### src/rtl/bus_arb2.sv
// bus_arb2 -- two-master round-robin arbiter and sequencer for the register bus.
// Latency: request seen in IDLE at T, bus request at T+1, mN_ack at T+3 at the earliest.
// Backpressure: masters hold mN_req until mN_ack; slow slaves stretch WAIT one cycle per cycle of ack delay.
//
// Ports:
//   bus_clk, bus_reset_l   clock and synchronous active-low reset
//   bus_in                 packed request bus to the slaves (clock, reset, rd/wr request, address, write data)
//   bus_out                OR of all slave outputs (read data, rd_ack, wr_ack, irq; irq is not used here)
//   mN_req/we/addr/wdata   master N transaction request, held stable until mN_ack
//   mN_ack/rdata/err       master N one-cycle completion pulse, read data (held), timeout flag
//
// Optional feature: define BUS_ARB_TIMEOUT_EN to build the WAIT-state timeout counter.
// Without it WAIT lasts until the matching ack arrives and mN_err is tied low.
//
// Bus field layout. Kept here behind an include guard so this file stands alone
// but still agrees with any shared bus_params.v that defines the same guard.

`ifndef BUS_PARAMS_V
`define BUS_PARAMS_V
`define BUS_ADDR_WIDTH    12
`define BUS_DATA_WIDTH    32
`define BUS_IN_WIDTH      48
`define BUS_OUT_WIDTH     35
`define BUS_IN_CLK        0
`define BUS_IN_RESET_L    1
`define BUS_IN_RD_REQ     2
`define BUS_IN_WR_REQ     3
`define BUS_IN_ADDR_LO    4
`define BUS_IN_ADDR_HI    15
`define BUS_IN_WDATA_LO   16
`define BUS_IN_WDATA_HI   47
`define BUS_OUT_RDATA_LO  0
`define BUS_OUT_RDATA_HI  31
`define BUS_OUT_RD_ACK    32
`define BUS_OUT_WR_ACK    33
`define BUS_OUT_IRQ       34
`endif

module bus_arb2 #(
   parameter int TIMEOUT = 255
) (
   input  logic                        bus_clk,
   input  logic                        bus_reset_l,
   output logic [`BUS_IN_WIDTH-1:0]    bus_in,
   input  logic [`BUS_OUT_WIDTH-1:0]   bus_out,

   input  logic                        m0_req,
   input  logic                        m0_we,
   input  logic [`BUS_ADDR_WIDTH-1:0]  m0_addr,
   input  logic [`BUS_DATA_WIDTH-1:0]  m0_wdata,
   output logic                        m0_ack,
   output logic [`BUS_DATA_WIDTH-1:0]  m0_rdata,
   output logic                        m0_err,

   input  logic                        m1_req,
   input  logic                        m1_we,
   input  logic [`BUS_ADDR_WIDTH-1:0]  m1_addr,
   input  logic [`BUS_DATA_WIDTH-1:0]  m1_wdata,
   output logic                        m1_ack,
   output logic [`BUS_DATA_WIDTH-1:0]  m1_rdata,
   output logic                        m1_err
);

   localparam int AW = `BUS_ADDR_WIDTH;
   localparam int DW = `BUS_DATA_WIDTH;

   typedef enum logic [1:0] {
      IDLE = 2'd0,
      WAIT = 2'd1,
      ACK  = 2'd2
   } state_t;

   state_t          state;
   logic            last;      // master granted most recently; 1 after reset so m0 wins the first tie
   logic            grant;     // master owning the current transaction
   logic            we;        // direction of the current transaction
   logic            rd_req;
   logic            wr_req;
   logic [AW-1:0]   addr;
   logic [DW-1:0]   wdata;

   // Slave return fields
   logic            rd_ack;
   logic            wr_ack;
   logic [DW-1:0]   rdata;
   logic            ack_match;

   // Grant selection
   logic            pick;
   logic            sel_we;
   logic [AW-1:0]   sel_addr;
   logic [DW-1:0]   sel_wdata;

   assign rd_ack = bus_out[`BUS_OUT_RD_ACK];
   assign wr_ack = bus_out[`BUS_OUT_WR_ACK];
   assign rdata  = bus_out[`BUS_OUT_RDATA_HI:`BUS_OUT_RDATA_LO];

   // Only the ack type matching the transaction direction completes it.
   assign ack_match = we ? wr_ack : rd_ack;

   // Single requester wins outright; on a tie the master not served last wins.
   always_comb begin
      pick = m1_req;
      if (m0_req && m1_req) begin
         pick = ~last;
      end
   end

   assign sel_we    = pick ? m1_we    : m0_we;
   assign sel_addr  = pick ? m1_addr  : m0_addr;
   assign sel_wdata = pick ? m1_wdata : m0_wdata;

   // Clock and reset are forwarded so slaves need only the one bus.
   always_comb begin
      bus_in                                        = '0;
      bus_in[`BUS_IN_CLK]                           = bus_clk;
      bus_in[`BUS_IN_RESET_L]                       = bus_reset_l;
      bus_in[`BUS_IN_RD_REQ]                        = rd_req;
      bus_in[`BUS_IN_WR_REQ]                        = wr_req;
      bus_in[`BUS_IN_ADDR_HI:`BUS_IN_ADDR_LO]       = addr;
      bus_in[`BUS_IN_WDATA_HI:`BUS_IN_WDATA_LO]     = wdata;
   end

`ifdef BUS_ARB_TIMEOUT_EN
   localparam logic [7:0] TMO_LAST = 8'(TIMEOUT - 1);
   logic [7:0]      cnt;
   logic            unused_bits;
   assign unused_bits = bus_out[`BUS_OUT_IRQ];
`else
   localparam logic [7:0] TMO_UNUSED = 8'(TIMEOUT);
   logic            unused_bits;
   assign unused_bits = bus_out[`BUS_OUT_IRQ] ^ (^TMO_UNUSED);
   assign m0_err = 1'b0;
   assign m1_err = 1'b0;
`endif

   always_ff @(posedge bus_clk) begin
      if (!bus_reset_l) begin
         state    <= IDLE;
         last     <= 1'b1;
         grant    <= 1'b0;
         we       <= 1'b0;
         rd_req   <= 1'b0;
         wr_req   <= 1'b0;
         addr     <= '0;
         wdata    <= '0;
         m0_ack   <= 1'b0;
         m1_ack   <= 1'b0;
         m0_rdata <= '0;
         m1_rdata <= '0;
`ifdef BUS_ARB_TIMEOUT_EN
         cnt      <= '0;
         m0_err   <= 1'b0;
         m1_err   <= 1'b0;
`endif
      end else begin
         // Request strobes and completion flags are single-cycle pulses.
         rd_req <= 1'b0;
         wr_req <= 1'b0;
         m0_ack <= 1'b0;
         m1_ack <= 1'b0;
`ifdef BUS_ARB_TIMEOUT_EN
         m0_err <= 1'b0;
         m1_err <= 1'b0;
`endif
         case (state)
            IDLE: begin
               if (m0_req || m1_req) begin
                  grant  <= pick;
                  we     <= sel_we;
                  addr   <= sel_addr;
                  wdata  <= sel_wdata;
                  rd_req <= ~sel_we;
                  wr_req <= sel_we;
`ifdef BUS_ARB_TIMEOUT_EN
                  cnt    <= '0;
`endif
                  state  <= WAIT;
               end
            end

            WAIT: begin
               // A matching ack in the timeout cycle still completes normally.
               if (ack_match) begin
                  if (grant) begin
                     m1_ack <= 1'b1;
                     if (!we) begin
                        m1_rdata <= rdata;
                     end
                  end else begin
                     m0_ack <= 1'b1;
                     if (!we) begin
                        m0_rdata <= rdata;
                     end
                  end
                  state <= ACK;
               end
`ifdef BUS_ARB_TIMEOUT_EN
               else if (cnt == TMO_LAST) begin
                  if (grant) begin
                     m1_ack   <= 1'b1;
                     m1_err   <= 1'b1;
                     m1_rdata <= '0;
                  end else begin
                     m0_ack   <= 1'b1;
                     m0_err   <= 1'b1;
                     m0_rdata <= '0;
                  end
                  state <= ACK;
               end else begin
                  cnt <= cnt + 8'd1;
               end
`endif
            end

            ACK: begin
               // One dead cycle here keeps a still-high request from being
               // re-granted before the master has seen its ack.
               last  <= grant;
               state <= IDLE;
            end

            default: begin
               state <= IDLE;
            end
         endcase
      end
   end

   a_req_onehot: assert property (@(posedge bus_clk) disable iff (!bus_reset_l)
      !(rd_req && wr_req));
   a_ack_onehot: assert property (@(posedge bus_clk) disable iff (!bus_reset_l)
      !(m0_ack && m1_ack));

endmodule

### config.mk
export PLATFORM = sky130hd
export DESIGN_NAME = bus_arb2
export DESIGN_NICKNAME = d
export VERILOG_FILES = /design/src/rtl/bus_arb2.sv
export SDC_FILE = /design/constraint.sdc
export NUM_CORES = 1
export LEC_CHECK = 0
export CELL_PAD_IN_SITES_DETAIL_PLACEMENT = 1
export CELL_PAD_IN_SITES_GLOBAL_PLACEMENT = 1
export CORE_MARGIN = 2
export CORE_UTILIZATION = 31
export DETAILED_ROUTE_END_ITERATION = 10
export PLACE_DENSITY_LB_ADDON = 0.1
export SYNTH_ARGS = -nofsm -noshare
export SYNTH_HDL_FRONTEND = slang
export SYNTH_SLANG_ARGS = --single-unit
### constraint.sdc
create_clock -name bus_clk -period 2.7 [get_ports bus_clk]
set_input_delay 0.54 -clock bus_clk [delete_from_list [all_inputs] [get_ports bus_clk]]
set_output_delay 0.54 -clock bus_clk [all_outputs]
set_load 0.05 [all_outputs]
# Word level (Yosys, flattened, before mapping)
# Index checks and enable logic that the tools add are counted.
dict set report word_totals {
  in_bits 129
  ff_bits 117
}
dict set report classes {
  reduce_logical 9
  n_eq_ne 4
  bitwise_logic 4
  mux 10
}
# operator n
set ops {}
lappend ops {{$mux W32} 1}
lappend ops {{$mux W12} 1}
lappend ops {{$reduce_and A4 Y1} 2}
lappend ops {{$reduce_and A3 Y1} 2}
lappend ops {{$mux W1} 5}
lappend ops {{$mux W2} 2}
lappend ops {{$ne A2 B2 Y1 const B} 2}
lappend ops {{$not A1 Y1} 4}
lappend ops {{$pmux W2 S2} 1}
lappend ops {{$reduce_and A2 Y1} 2}
lappend ops {{$eq A2 B1 Y1 const B} 1}
lappend ops {{$eq A2 B2 Y1 const B} 1}
lappend ops {{$logic_not A2 Y1} 1}
lappend ops {{$logic_and A1 B1 Y1} 1}
lappend ops {{$logic_or A1 B1 Y1} 1}

# Longest topological paths before layout
dict set report depth {
  ltp_word 4
  ltp_mapped 5
}

==> impl_metrics.csv <==
group,metric,value,unit
cts,post_cts_resized,1,
cells_and_area,syn_to_final_growth,62.4,%
power,seqPwrFrac,34.7,%
setup_path,worstPathMaxFanout,2,
global_route,met2_usage,34.0,%
setup_path,path_class,"clk -> out",
timing,setup-tns-final,0,ns
global_route,grt_max_degree,101,
global_route,use_met3,8.24,%
synthesis,ys_ff_latch,117,
drt,antenna_left,0,
synthesis,synth_area,4940,sq um
drt,dr.pass1.iters,4,
drt,vias,4698,
floorplan,die-area,16900,sq um
synthesis,ys_types,30,
floorplan,boundaryPins,245,
cells_and_area,final_util,51.0,%
timing,setup_viol_count_final,0,
place,place.gp.congestion,0.715,
cells_and_area,drive_above_1_share,10.0,%
power,power_density,686,nW/um^2
timing,slew_headroom,26.5,%
setup_path,cp-start-kind,"clock port",
drt,wl_per_cell,17.1,um
power,power,0.00550,W
global_route,track_usage,19.5,%
power,p_comb_share,23.0,%
timing,fin_skew,0.00821,ns
synthesis,synth.avg_cell_area,9.26,sq um
cts,clkLatencyLatePin,0.52,ns
drt,drc,0,
power,p_sw_share,31.6,%
cts,cts_setup_buffers,0,
floorplan,fp.dieH,130,um
global_route,grt_pass1_wl,25500,um
setup_path,end_kind,"primary output",
cells_and_area,nets,883,
drt,routed_wl,16800,um
outcome,status,"complete, no violations",
drt,first_iter_violations,188,
timing,finalHoldViolCount,0,
floorplan,core-area,15700,sq um
cells_and_area,fin_cells,983,
timing,worst_slew_pin_slew,1.10,ns
global_route,grt_pass1_vias,5003,
synthesis,yosysSeqAreaShare,47.5,%
power,clock_power_share,42.3,%
synthesis,synth_cells,533,
floorplan,fp.dieW,130,um
setup_path,critPathArrivalTime,2.01,ns
place,placed_cells,948,
power,p_leak,3.16,nW
floorplan,rows,46,
hold_path,hold_class,"reg -> reg",
power,p_sw,0.00174,W
global_route,top_usage_layer,"met2",
global_route,overflow,0,
global_route,grtUsageMet1,21.2,%
power,internal_power,0.00377,W
power,ir_drop,0.531,mV
place,dp_hpwl,11400,um
cells_and_area,antenna_cells,0,
cts,cts_tree,"done",
synthesis,synth_warnings,0,
place,io_buffers,241,
timing,grt_setup_unrepaired,"false",
floorplan,start_util,31.4,%
global_route,antenna_found_initial,0,
cts,cts_hold_buf,0,
drt,vias_per_cell,4.78,
setup_path,worst_ep_required_time,2.16,ns
run,cap_violations,0,
timing,slew_viol_final,0,
cts,clkSlewWorstSetupHoldPaths,0.05,ns
==> cells in the mapped netlist (all sizes together) <==
library cell  number  area (sq um)
nand4b             1          15.0
mux2i             66           661
and4bb             1          12.5
and2               2          15.0
and3               2          12.5
a21bo              2          20.0
conb               1          3.75
mux2               1          11.3
a21boi             1          18.8
nand2b             1          6.26
dfxtp            117          2340
nor2b              2          15.0
nor3b              2          15.0
a211oi             1          7.51
nand3              1          5.00
inv                1          3.75
nand2            185           694
clkbuf            14          52.6
a21oi             46           230
nor2               1          3.75
a311oi            44           510
or2                1          6.26
o21a               1          7.51
buf               39           267
==> critical path: stages <==
cell           delay (ns)
clkbuf_16            0.12
clkbuf_16            0.13
dlygate4sd2_1        0.41
==> kinds of logic after synthesis <==
| family | Yosys count | synth area share, % |
|---|---|---|
| buf+inv | 54 | 6.54 |
| flops | 117 | 47.5 |
| compound gates | 95 | 16.1 |
| mux | 67 | 13.6 |
| other cells | 1 | 0.0760 |
| simple gates | 199 | 16.2 |
==> worst paths after layout <==
check / from / endpoint / slack (ns) / cells past startpoint
setup / recovery: bus_clk / bus_in[0] / 0.15 / 3
hold / removal: m0_rdata[30]$_SDFFE_PN0P_ / m0_rdata[30]$_SDFFE_PN0P_ / 0.46 / 2
setup reg to reg: state[0]$_SDFFE_PN0P_ / m0_rdata[25]$_SDFFE_PN0P_ / 1.02 / 4
hold reg to reg: m0_rdata[30]$_SDFFE_PN0P_ / m0_rdata[30]$_SDFFE_PN0P_ / 0.46 / 2
==> state kept, by name, summed over array words and instances, names as in the netlist <==
register	count
wr_req	1
last	1
addr	12
m0_rdata	32
grant	1
m1_ack	1
rd_req	1
m0_ack	1
we	1
state	2
wdata	32
m1_rdata	32
==> per-layer routing <==
| metal | wire, um | vias to the layer above | part of all wire [%] |
|---|---|---|---|
| li1 | - | 2276 | - |
| met1 | 6720 | 2266 | 40 |
| met2 | 8470 | 139 | 51 |
| met3 | 1330 | 17 | 7.9 |
| met4 | 244 | 0 | 1.5 |
| met5 | 0 | - | 0 |
==> power by group through the flow <==
stage	combinational (W)	clock (W)	sequential (W)
2_1_floorplan	0.000418	0.0000798	0.00232
5_1_grt	0.00134	0.00247	0.00192
3_3_place_gp	0.00125	0.0000855	0.00194
3_5_place_dp	0.00127	0.0000855	0.00195
6_report	0.00126	0.00233	0.00191
4_1_cts	0.00128	0.00239	0.00191
==> placed cells by master (no fill, tap or decap), types with 2 or more instances in the layout <==
cell type        count
clkdlybuf4s50_1    238
nand2_1            185
dfxtp_1            117
mux2i_1             66
a21oi_1             46
a311oi_1            24
a311oi_2            20
clkbuf_16           20
buf_4                9
clkinv_2             5
clkinv_4             4
clkinvlp_4           3
nor3b_1              2
a21bo_2              2
and3_1               2
conb_1               2
clkbuf_8             2
buf_12               2
==> per-stage QoR <==
stage               hold WS (ns)  worst slack [ns]  cell area [sq um]
floorplan                  0.452             0.643               4940
global placement           0.442             0.138               7400
detailed placement         0.451             0.138               7400
CTS                        0.464             0.146               8020
global route               0.477             0.140               8020
finish                     0.456             0.153               8020
==> area by class of cell <==
| class | instances | area, sq um |
|---|---|---|
| Timing Repair Buffer | 250 | 2490 |
| Sequential cell | 117 | 2340 |
| Multi-Input combinational cell | 363 | 2280 |
| Tap cell | 216 | 270 |
| Fill cell | 1770 | 7700 |
| Inverter | 1 | 3.75 |
| Clock buffer | 24 | 541 |
| Clock inverter | 12 | 82.6 |
No activity file was read; power rests on OpenSTA's default activity.
